[src/rtl/fwd_scoreboard.sv]
// rtl/fwd_scoreboard.sv - forwarding select and hazard stall controller
// Tracks in-flight destination registers per back-end stage and resolves ID operand sources.
module fwd_scoreboard #(
    parameter int NUM_SRC    = 2,
    parameter int DEPTH      = 3,
    parameter int LOAD_STAGE = 1,
    parameter int CNT_W      = 32,
    localparam int SELW      = $clog2(DEPTH + 1)
) (
    input  logic                      clk,
    input  logic                      rst,
    input  logic                      id_valid,
    input  logic                      id_kill,
    input  logic                      id_wen,
    input  logic                      id_is_load,
    input  logic [4:0]                id_rd,
    input  logic [NUM_SRC*5-1:0]      id_rs,
    input  logic [NUM_SRC-1:0]        id_rs_used,
    input  logic                      hold,
    output logic                      stall,
    output logic [NUM_SRC*SELW-1:0]   fw_sel,
    output logic [CNT_W-1:0]          stall_count
);

    logic [DEPTH-1:0]  r_valid;
    logic [4:0]        r_rd      [DEPTH];
    logic [DEPTH-1:0]  r_is_load;
    logic [CNT_W-1:0]  r_count;

    logic                     w_hazard;
    logic                     w_push;
    logic                     w_count_en;
    logic [NUM_SRC*SELW-1:0]  w_sel;

    // Scan oldest to youngest so the youngest matching entry is the last one written.
    always_comb begin
        logic       v_found;
        logic       v_ready;
        logic [4:0] v_rs;
        w_sel    = '0;
        w_hazard = 1'b0;
        for (int k = 0; k < NUM_SRC; k++) begin
            v_found = 1'b0;
            v_ready = 1'b0;
            v_rs    = id_rs[k*5 +: 5];
            for (int i = DEPTH - 1; i >= 0; i--) begin
                if (r_valid[i] && (r_rd[i] == v_rs) && (v_rs != 5'd0) && id_rs_used[k]) begin
                    v_found = 1'b1;
                    v_ready = !r_is_load[i] || (i >= LOAD_STAGE);
                    w_sel[k*SELW +: SELW] = v_ready ? SELW'(i + 1) : '0;
                end
            end
            if (v_found && !v_ready) begin
                w_hazard = 1'b1;
            end
        end
    end

    assign w_push     = id_valid && !id_kill && !w_hazard && id_wen && (id_rd != 5'd0);
    assign w_count_en = id_valid && !id_kill && w_hazard && !hold;

    always_ff @(posedge clk) begin
        if (rst) begin
            r_valid <= '0;
        end else if (!hold) begin
            for (int i = DEPTH - 1; i >= 1; i--) begin
                r_valid[i] <= r_valid[i-1];
            end
            r_valid[0] <= w_push;
        end
    end

    always_ff @(posedge clk) begin
        if (!hold) begin
            for (int i = DEPTH - 1; i >= 1; i--) begin
                r_rd[i]      <= r_rd[i-1];
                r_is_load[i] <= r_is_load[i-1];
            end
            r_rd[0]      <= id_rd;
            r_is_load[0] <= id_is_load;
        end
    end

    always_ff @(posedge clk) begin
        if (rst) begin
            r_count <= '0;
        end else if (w_count_en && (r_count != {CNT_W{1'b1}})) begin
            r_count <= r_count + 1'b1;
        end
    end

    assign stall       = hold || (id_valid && !id_kill && w_hazard);
    assign fw_sel      = w_sel;
    assign stall_count = r_count;

endmodule

[config.mk]
export PLATFORM = sky130hd
export DESIGN_NAME = fwd_scoreboard
export DESIGN_NICKNAME = d
export VERILOG_FILES = /design/src/rtl/fwd_scoreboard.sv
export SDC_FILE = /design/constraint.sdc
export NUM_CORES = 1
export LEC_CHECK = 0
export CAP_MARGIN = 10
export CORE_ASPECT_RATIO = 0.75
export CORE_UTILIZATION = 45
export DETAILED_ROUTE_END_ITERATION = 6
export HOLD_SLACK_MARGIN = 0.02
export PLACE_DENSITY = 0.77
export RECOVER_POWER = 25
export SYNTH_ARGS = -nofsm -noshare
export SYNTH_HDL_FRONTEND = slang
export SYNTH_SLANG_ARGS = --single-unit
[constraint.sdc]
create_clock -name clk -period 3.44 [get_ports clk]
set_input_delay 1.032 -clock clk [delete_from_list [all_inputs] [get_ports clk]]
set_output_delay 1.032 -clock clk [all_outputs]
set_load 0.01 [all_outputs]
==> impl_metrics.json <==
{
  "die_h_um": 69.2,
  "io_pins": 61,
  "power_density_mw_per_mm2": 301,
  "maxSlewViolCount": 0,
  "async_flop_share_pct": 0,
  "crit_path_end_kind": "output port",
  "final_common_cell": "clkdlybuf4s50_1",
  "clkPwrFrac_pct": 30.9,
  "grtUsageTotal_pct": 22.6,
  "crit_chain": "buf_6 > or4_4 > o21a_1 > and4_4 > or3b_4 > nand2_2 > buf_6",
  "synth_area_per_cell_um2": 9.38,
  "pwr-share-seq_pct": 58.2,
  "drt-vias-per-instance": 5.60,
  "cts-root-buf": "clkbuf_8",
  "via_count": 2520,
  "p_sw_share_pct": 24.9,
  "criticalPathCategory": "in -> out",
  "ys_top_cells_by_area": "dfxtp_1, edfxtp_1, xor2_1",
  "grt_max_degree": 28,
  "r2r_start": "r_rd[0][2]",
  "cts_tree": "built",
  "synth_ff_type": "dfxtp_1",
  "whs_ns": 0.518,
  "clk_pin_slew_worst_paths_ns": 0.09,
  "ant_nets": 0,
  "tightest_slew_ns": 0.853,
  "firstDrtPassIters": 4,
  "rr_worst_depth": 9,
  "violations": "negative setup slack",
  "grt_antenna_before_repair": 0,
  "grt_first_pass_wirelength_mm": 11.5,
  "yosysWarnings": 0,
  "grt_overflow_total": 0,
  "die_area_mm2": 0.00634,
  "drt_iter0_markers": 117,
  "place_ws_ns": -0.917,
  "cts_hold_buffers": 0,
  "achievable-frequency_ghz": 0.276,
  "path_common_cell": "buf_6",
  "crit_slowest_cell": "or4_4",
  "setup_ws_ns": -0.184,
  "synth_cell_type_count": 45,
  "start_util_pct": 46.5,
  "crit_buf_inv": 2,
  "outcome": "finished, violations left",
  "intPower_uw": 846,
  "finalCriticalPeriod_ns": 3.62,
  "post_drt_wl_per_cell_um": 15.9,
  "place_inst": 437,
  "hp-class": "reg -> reg",
  "hpwl_mm": 5.07,
  "diodes": 0,
  "drt_wl_total_mm": 7.17,
  "final_cells": 450,
  "drive_gt1_share_pct": 20.7,
  "worstSetupStartpointType": "input pin",
  "hold_start": "stall_count[13]",
  "synth_edf_count": 16,
  "r2r_end": "stall_count[25]",
  "drv_cap": 0,
  "nets": 396,
  "ir_drop_v": 0.000173,
  "cp_max_fo": 3,
  "clkLatencyLatePin_ns": 0.31,
  "leakagePower_uw": 0.00127,
  "h-tree-depth": 2,
  "layout_common_cells": "clkdlybuf4s50_1, dfxtp_1, a21oi_1",
  "yosysTopAreaCell": "dfxtp_1",
  "cts.path.max_buffers": 2,
  "fin_setup_tns_ns": -0.457,
  "numClockSinks": 51,
  "fin_crit_sh_pct": 105,
  "cts_buffers": 5,
  "crit_arrival_ns": 2.59,
  "grt_pass1_vias": 2357,
  "post-route-drc-count": 0,
  "power_switching_uw": 280,
  "coreArea_mm2": 0.00583,
  "syn-num-nets": 314,
  "min_delay_path_depth": 2,
  "rrSetupSlack_ns": 0.86,
  "slew_headroom_pct": 43.1,
  "area.growth.synth_to_final_pct": 37.8,
  "ys_ff_latch": 51,
  "setup_violations": 5,
  "rsz0062_at_grt": "yes",
  "postSynthCellCount": 289,
  "synth_top_cell_area_share_pct": 25.8,
  "holdPathEnd": "stall_count[13]",
  "hold_viol": 0,
  "row_count": 24,
  "crit_family": "simple AND/OR/NAND/NOR gates",
  "synth_seq_area_share_pct": 43.6,
  "finClkSkew_ns": 0.00725,
  "place.gp.congestion": 0.922,
  "critPathRequiredTime_ns": 2.41,
  "die_width_um": 91.6,
  "combPwrFrac_pct": 10.9,
  "critPathMaxStageDelay_ns": 0.51,
  "synth_area_mm2": 0.00271,
  "total_power_uw": 1130,
  "io_buffers": 60
}
through the flow:
step                      util [%]  area [um^2]
after floorplan                  -         2720
after global routing          64.2         3740
after global placement        60.2         3510
after CTS                     62.3         3630
final                         64.2         3740
after detailed placement      60.2         3510
area by class of cell:
type,instances,area [um^2]
fill,489,2090
clock inverter,3,18.8
multi-input combinational,219,1540
tap,78,97.6
clock buffer,5,68.8
timing repair buffer,86,802
sequential,51,1180
inverter,8,30.0
worst max path at each step:
stage | startpoint | to | slack [ns] | cells past startpoint
5_1_grt | id_rs[1] | fw_sel[0] | -0.21 | 7
2_1_floorplan | id_rs[3] | fw_sel[0] | -0.06 | 6
4_1_cts | id_rs[2] | fw_sel[0] | -0.20 | 7
3_3_place_gp | id_rs[1] | fw_sel[0] | -0.91 | 7
6_report | id_rs[1] | fw_sel[0] | -0.18 | 7
3_5_place_dp | id_rs[3] | fw_sel[0] | -0.92 | 7
power by group through the flow:
stage | registers (uW) | clock network [uW] | logic (uW)
after floorplan | 661 | 0 | 46.2
after global placement | 666 | 0 | 101
after detailed placement | 666 | 0 | 104
after CTS | 652 | 356 | 108
after global routing | 657 | 381 | 131
final | 655 | 347 | 123
cells in the mapped netlist, types with 2 or more instances:
| cell type | count |
|---|---|
| inv_1 | 8 |
| buf_6 | 4 |
| nand3_1 | 13 |
| and4_1 | 2 |
| mux2i_1 | 4 |
| o31ai_1 | 9 |
| nor4_1 | 10 |
| or3_1 | 19 |
| nand4_1 | 12 |
| nand2_1 | 14 |
| dfxtp_1 | 35 |
| clkbuf_1 | 4 |
| nand2b_1 | 2 |
| xor2_1 | 21 |
| or4_1 | 12 |
| edfxtp_1 | 16 |
| a21oi_1 | 27 |
| mux2_2 | 4 |
| o21ai_0 | 18 |
| nor2_1 | 18 |
| xnor2_1 | 11 |
| nor2b_1 | 3 |
routing by layer:
metal	routed length [um]	track usage (%)	up-vias
met5	0	0	-
met4	89	6.88	0
met3	352	4.28	11
met2	3290	34.0	72
met1	3430	32.8	1187
li1	-	-	1250
kinds of logic (layout without fill, tap and decap cells):
kind of cell    Yosys count  in the layout  synth area share [%]
compound gates           63             63                  13.7
xor+xnor                 32             32                  10.3
fa+ha+maj                 1              1                 0.461
buf+inv                  19            102                  3.92
flops                    51             51                  43.6
simple gates            115            115                  24.9
mux                       8              8                  3.14
flip-flops by register name, summed over array words and instances, names as in the netlist:
signal       cells
stall_count     32
r_rd            15
r_valid          3
r_is_load        1
timing repair:
| item | CTS | global route |
|---|---|---|
| pin swaps | 13 | 12 |
| resized for setup | 72 | 24 |
| setup endpoints to repair | 5 | 5 |
| setup buffers | 4 | 2 |
worst reg2reg max path: stages (launching register included):
cell      delay (ns)
edfxtp_1        0.50
xnor2_2         0.21
nand4_1         0.20
nor3_4          0.31
buf_6           0.15
buf_4           0.12
o21ai_4         0.06
buf_12          0.17
nor4_1          0.37
mux2_2          0.37
(Power assumes the default switching activity.)
